$ cat src/rtl/ras_ctrl.sv
// Return address stack pointer and checkpoint controller: speculative push/pop at fetch,
// checkpoint restore plus a one-cycle replay of the true call on an execute redirect.
module ras_ctrl #(
    parameter int RAS_SIZE   = 16,
    parameter int XLEN       = 64,
    parameter int CKPT_DEPTH = 8,
    localparam int D = $clog2(RAS_SIZE),
    localparam int T = $clog2(CKPT_DEPTH)
) (
    input  logic            clk,
    input  logic            reset,
    input  logic            CtrlF,
    input  logic            PredCallF,
    input  logic            PredReturnF,
    input  logic            StallF,
    input  logic [XLEN-1:0] PCLinkF,
    input  logic [XLEN-1:0] RASTopF,
    input  logic            ResolveE,
    input  logic [T-1:0]    ResolveTagE,
    input  logic            RedirectE,
    input  logic [T-1:0]    RedirectTagE,
    input  logic            ActualCallE,
    input  logic            ActualReturnE,
    input  logic [XLEN-1:0] PCLinkE,
    output logic [D-1:0]    Ptr,
    output logic [XLEN-1:0] RASPCF,
    output logic [T-1:0]    CkptTagF,
    output logic            StallReqF,
    output logic            RASWrEn,
    output logic [D-1:0]    RASWrIdx,
    output logic [XLEN-1:0] RASWrData
);

    typedef enum logic {ST_IDLE = 1'b0, ST_REPAIR = 1'b1} state_t;

    state_t          r_state;
    logic [D-1:0]    r_ptr;
    logic [D-1:0]    r_rep_ptr;
    logic [XLEN-1:0] r_rep_link;
    logic [T-1:0]    r_head;
    logic [T-1:0]    r_tail;
    logic [T:0]      r_count;
    logic [D-1:0]    r_ckpt_ptr [CKPT_DEPTH];
    logic [XLEN-1:0] r_ckpt_tos [CKPT_DEPTH];

    logic            w_idle;
    logic            w_full;
    logic            w_redirect;
    logic            w_fetch;
    logic            w_resolve;
    logic [D-1:0]    w_c_ptr;
    logic [XLEN-1:0] w_c_tos;
    logic [T-1:0]    w_head_nxt;
    logic [T-1:0]    w_tag_dist;
    logic [T-1:0]    w_tail_nxt;
    logic [T:0]      w_count_nxt;
    logic            w_wr_en;
    logic [D-1:0]    w_wr_idx;
    logic [XLEN-1:0] w_wr_data;

    // Explicit wrap keeps non-power-of-2 stacks correct.
    function automatic logic [D-1:0] ptr_inc(input logic [D-1:0] p);
        if (p == D'(RAS_SIZE - 1)) begin
            ptr_inc = '0;
        end else begin
            ptr_inc = p + D'(1);
        end
    endfunction

    function automatic logic [D-1:0] ptr_dec(input logic [D-1:0] p);
        if (p == '0) begin
            ptr_dec = D'(RAS_SIZE - 1);
        end else begin
            ptr_dec = p - D'(1);
        end
    endfunction

    assign w_idle     = ~reset & (r_state == ST_IDLE);
    assign w_full     = (r_count == (T+1)'(CKPT_DEPTH));
    assign w_redirect = w_idle & RedirectE;
    assign w_fetch    = w_idle & CtrlF & ~StallF & ~RedirectE & ~w_full;
    assign w_resolve  = ~reset & ResolveE & (ResolveTagE == r_head) & (r_count != '0);
    assign w_c_ptr    = r_ckpt_ptr[RedirectTagE];
    assign w_c_tos    = r_ckpt_tos[RedirectTagE];
    assign w_head_nxt = w_resolve ? (r_head + T'(1)) : r_head;
    assign w_tag_dist = RedirectTagE - w_head_nxt;

    // Next checkpoint tail and occupancy; a redirect trims everything younger than its tag.
    always_comb begin
        w_tail_nxt  = r_tail;
        w_count_nxt = r_count;
        if (w_redirect) begin
            w_tail_nxt  = RedirectTagE + T'(1);
            w_count_nxt = {1'b0, w_tag_dist} + (T+1)'(1);
        end else if (w_fetch) begin
            w_tail_nxt  = r_tail + T'(1);
            w_count_nxt = w_resolve ? r_count : (r_count + (T+1)'(1));
        end else begin
            w_count_nxt = w_resolve ? (r_count - (T+1)'(1)) : r_count;
        end
    end

    // Storage write port: repair replay, TOS restore, or speculative call push.
    always_comb begin
        w_wr_en   = 1'b0;
        w_wr_idx  = '0;
        w_wr_data = '0;
        if (reset) begin
            w_wr_en = 1'b0;
        end else if (r_state == ST_REPAIR) begin
            w_wr_en   = 1'b1;
            w_wr_idx  = r_rep_ptr;
            w_wr_data = r_rep_link;
        end else if (w_redirect) begin
            w_wr_en   = 1'b1;
            w_wr_idx  = w_c_ptr;
            w_wr_data = w_c_tos;
        end else if (w_fetch && PredCallF) begin
            w_wr_en   = 1'b1;
            w_wr_idx  = ptr_inc(r_ptr);
            w_wr_data = PCLinkF;
        end else begin
            w_wr_en = 1'b0;
        end
    end

    // Control FSM: pointer, FIFO indices and the pending call replay.
    always_ff @(posedge clk) begin
        if (reset) begin
            r_state    <= ST_IDLE;
            r_ptr      <= '0;
            r_rep_ptr  <= '0;
            r_rep_link <= '0;
            r_head     <= '0;
            r_tail     <= '0;
            r_count    <= '0;
        end else begin
            r_head  <= w_head_nxt;
            r_tail  <= w_tail_nxt;
            r_count <= w_count_nxt;
            case (r_state)
                ST_IDLE: begin
                    if (RedirectE) begin
                        if (ActualCallE) begin
                            r_ptr      <= w_c_ptr;
                            r_rep_ptr  <= ptr_inc(w_c_ptr);
                            r_rep_link <= PCLinkE;
                            r_state    <= ST_REPAIR;
                        end else if (ActualReturnE) begin
                            r_ptr <= ptr_dec(w_c_ptr);
                        end else begin
                            r_ptr <= w_c_ptr;
                        end
                    end else if (w_fetch) begin
                        if (PredCallF) begin
                            r_ptr <= ptr_inc(r_ptr);
                        end else if (PredReturnF) begin
                            r_ptr <= ptr_dec(r_ptr);
                        end
                    end
                end
                ST_REPAIR: begin
                    r_ptr   <= r_rep_ptr;
                    r_state <= ST_IDLE;
                end
                default: r_state <= ST_IDLE;
            endcase
        end
    end

    // Checkpoint capture of pointer and top entry for every allocated fetch.
    always_ff @(posedge clk) begin
        if (w_fetch) begin
            r_ckpt_ptr[r_tail] <= r_ptr;
            r_ckpt_tos[r_tail] <= RASTopF;
        end
    end

    assign Ptr       = r_ptr;
    assign RASPCF    = RASTopF;
    assign CkptTagF  = r_tail;
    assign StallReqF = ~reset & (w_full | (r_state == ST_REPAIR));
    assign RASWrEn   = w_wr_en;
    assign RASWrIdx  = w_wr_idx;
    assign RASWrData = w_wr_data;

endmodule

$ cat config.mk
export PLATFORM = sky130hd
export DESIGN_NAME = ras_ctrl
export DESIGN_NICKNAME = d
export VERILOG_FILES = /design/src/rtl/ras_ctrl.sv
export SDC_FILE = /design/constraint.sdc
export NUM_CORES = 1
export LEC_CHECK = 0
export ABC_AREA = 1
export CAP_MARGIN = 20
export CORE_MARGIN = 10
export CORE_UTILIZATION = 35
export CTS_BUF_LIST = sky130_fd_sc_hd__clkbuf_2
export DETAILED_ROUTE_END_ITERATION = 6
export PLACE_DENSITY = 0.55
export SLEW_MARGIN = 10
export SYNTH_ARGS = -nofsm -noshare
export SYNTH_HDL_FRONTEND = slang
export SYNTH_SLANG_ARGS = --single-unit
$ cat constraint.sdc
create_clock -name clk -period 7.2 [get_ports clk]
set_input_delay 1.44 -clock clk [delete_from_list [all_inputs] [get_ports clk]]
set_output_delay 1.44 -clock clk [all_outputs]
set_load 0.01 [all_outputs]
==> flow_summary.ini <==
[die]
core_mm2 = 0.07633
die_x_um = 298.1
initial_utilization = 0.3546
ios = 349
core.rowCount = 101
die_h_um = 298.1
fp.dieArea_mm2 = 0.08886

[timing]
period_share = 0.8283
setup_ws_ns = 1.236
rsz0062_at_grt = false
setup_viol = 0
tightest_slew_ns = 1.082
fin_skew_ns = 0.1489
clock.fmax_ghz = 0.1677
period_minus_slack_ns = 5.964
slew_headroom = 0.2788
finalMaxSlewViolations = 0
hold_viol_final = 0

[critical_path]
required_ns = 5.76
reg2reg_to = r_ckpt_tos[2][52]
cp-start-kind = primary input
rr_startpoint = r_state
cp-startpoint = reset
worstPathArrival_ns = 4.52
crit_path_end_kind = primary output
r2r_cells = 10
path_class = in -> out
r2r_slack_ns = 3.39
worstPathCellList = clkdlybuf4s50_1 -> buf_4 -> inv_2 -> nand2_4 -> nor2_4 -> inv_4 -> buf_4 -> nand2_1 -> a31oi_1 -> a21oi_1 -> clkdlybuf4s50_1
cp_slowest_cell = buf_4
cp_slowest_stage_delay_ns = 0.67
critPathMaxFanout = 73

[place]
post_dp_cell_area_mm2 = 0.03115
port_buffers = 348
place_congestion = 0.8199
post-place-ws_ns = 1.306
dpl.hpwl_um = 50690

[yosys]
syn_inst = 2463
netlist_top_cells_area = edfxtp_1, nand2_1, dfxtp_1
synth_flop_cell = edfxtp_1
netlist_area_mm2 = 0.02707
synth_top_area_frac = 0.6035
synth_edf_count = 544
avgSynthCellArea_um2 = 10.99
yosysWarnings = 0
synthArstFlopShare = 0
syn_nets = 2683
synth_most_common_cell = nand2_1
synth_commonest_cells = nand2_1, edfxtp_1, a21oi_1, o21ai_0, inv_1
yosys.area.top_type = edfxtp_1
seq_area_frac_synth = 0.6649
synthDistinctLibCells = 38
synth_seq_cells = 627

[clock_network]
cts.path.max_buffers = 3
cts-root-buf = clkbuf_2
postCtsSetupRepairBufs = 0
cts_buffers = 162
path_clk_slew_ns = 0.08
cts.sinks = 627
cts_tree = yes
postCtsHoldBufs = 0
h-tree-depth = 4
clock_latency_ns = 1.36
post_cts_resized = 0

[routing]
wirelength_um = 84910
drc = 0
drt_iter0_markers = 1419
vias = 20474
avgViaCountPerCell = 5.183
drt.antenna.violating_nets = 0
drt_first_pass_iters = 6
wire_per_inst_um = 21.50

[run]
maxCapViolations = 0

[cells_and_area]
nets = 3010
seqCellArea_mm2 = 0.01800
syn_to_final_growth_pct = 20.94
fillers = 7306
fin_area_mm2 = 0.03274
drive_above_1_share = 0.1139
multiInputGateArea_mm2 = 0.007452

[power]
switching_share = 0.2641
power_density_mw_per_mm2 = 225.8
p_switching_mw = 1.952
p_int_mw = 5.439
peakVddDrop_mv = 0.1097
pwr-share-comb = 0.110
p_leak_nw = 12.10
p_seq_frac = 0.544
p_clk_frac = 0.346

[grt]
grt_overflow = 0
antenna_found_initial = 2
grt_pass1_vias = 20664
grt_max_degree = 133
track_usage = 0.1856
grt_pass1_wl_um = 127200

[min_path]
holdPathEnd = r_rep_ptr[3]
hp-start = r_rep_ptr[3]
hold_depth = 2
hold_class = reg -> reg

[run_status]
outcome = finished, final reports clean
-- cell usage in the layout, fill, tap and decap left out, types with 11 or more instances in the layout --
cell,count
edfxtp_1,544
o211ai_1,14
dfxtp_1,82
a21oi_1,312
nor2_1,63
o21ai_0,134
clkinv_1,31
buf_12,11
nand2_1,627
clkdlybuf4s50_1,345
clkbuf_2,241
nand3_1,94
a31oi_1,53
o21ai_1,15
a32o_1,13
a22o_1,102
inv_1,104
buf_4,38
a32oi_1,13
-- layer usage --
| layer | GRT usage | share of wire | up-vias | wire length [um] |
|---|---|---|---|---|
| met5 | 0 | 0 | - | 0 |
| met4 | 0.05897 | 0.018 | 0 | 1557 |
| met3 | 0.04837 | 0.074 | 109 | 6293 |
| met2 | 0.2974 | 0.47 | 831 | 39650 |
| met1 | 0.2425 | 0.44 | 10022 | 37400 |
| li1 | - | - | 9512 | - |
-- worst max path at each step --
| stage | endpoint | slack (ns) | cells after the start |
|---|---|---|---|
| final | RASWrData[54] | 1.24 | 11 |
| after global routing | RASWrData[8] | 1.00 | 12 |
| after CTS | RASWrData[31] | 1.14 | 11 |
| after detailed placement | RASWrData[31] | 1.31 | 12 |
| after global placement | RASWrData[63] | 1.35 | 13 |
| after floorplan | r_ckpt_ptr[7][0] | -0.31 | 8 |
-- cell type report --
type                            count  share of cell area
Sequential cell                   627              0.5498
Multi-Input combinational cell   1490              0.2276
Timing Repair Buffer              395              0.1213
Tap cell                         1030             0.03937
Clock buffer                      241             0.03684
Inverter                          114             0.01353
Clock inverter                     47             0.01105
Antenna cell                        6           0.0004586
-- worst max-delay path, delay by kind of cell --
| family | cells | cell delay, ns |
|---|---|---|
| AOI/OAI and AO/OA | 2 | 0.30 |
| and+or+nand+nor | 3 | 0.54 |
| buffers and inverters | 6 | 2.09 |
-- power by group through the flow --
stage          sequential, mW  combinational [mW]  clock, mW
3_3_place_gp             4.10               0.808          0
4_1_cts                  4.02               0.824       2.65
2_1_floorplan            4.10               0.421          0
5_1_grt                  4.03               0.894       2.84
6_report                 4.02               0.817       2.55
3_5_place_dp             4.10               0.819          0
-- cells by family after synthesis --
logic type / share of synthesized area
compound gates: 0.1467
xor+xnor: 0.003236
fa+ha+maj: 0.006102
buf+inv: 0.06148
flops: 0.6649
simple gates: 0.1176
-- flip-flops by register name (all words and copies together), names as in the netlist, 3 cells and up --
signal	flops
CkptTagF	3
Ptr	4
r_ckpt_ptr	32
r_ckpt_tos	512
r_count	4
r_head	3
r_rep_link	64
r_rep_ptr	4
-- metrics by stage --
step	util	power (mW)	std cells	TNS, ns	hold slack (ns)
2_1_floorplan	-	4.519	2463	-127.18	0.4443
3_3_place_gp	0.4082	4.908	3656	0	0.4600
3_5_place_dp	0.4082	4.921	3656	0	0.4746
4_1_cts	0.4287	7.490	3944	0	0.4869
5_1_grt	0.4289	7.763	3949	0	0.5186
6_report	0.4289	7.391	3950	0	0.4958
Power figures use the tool's default switching activity.
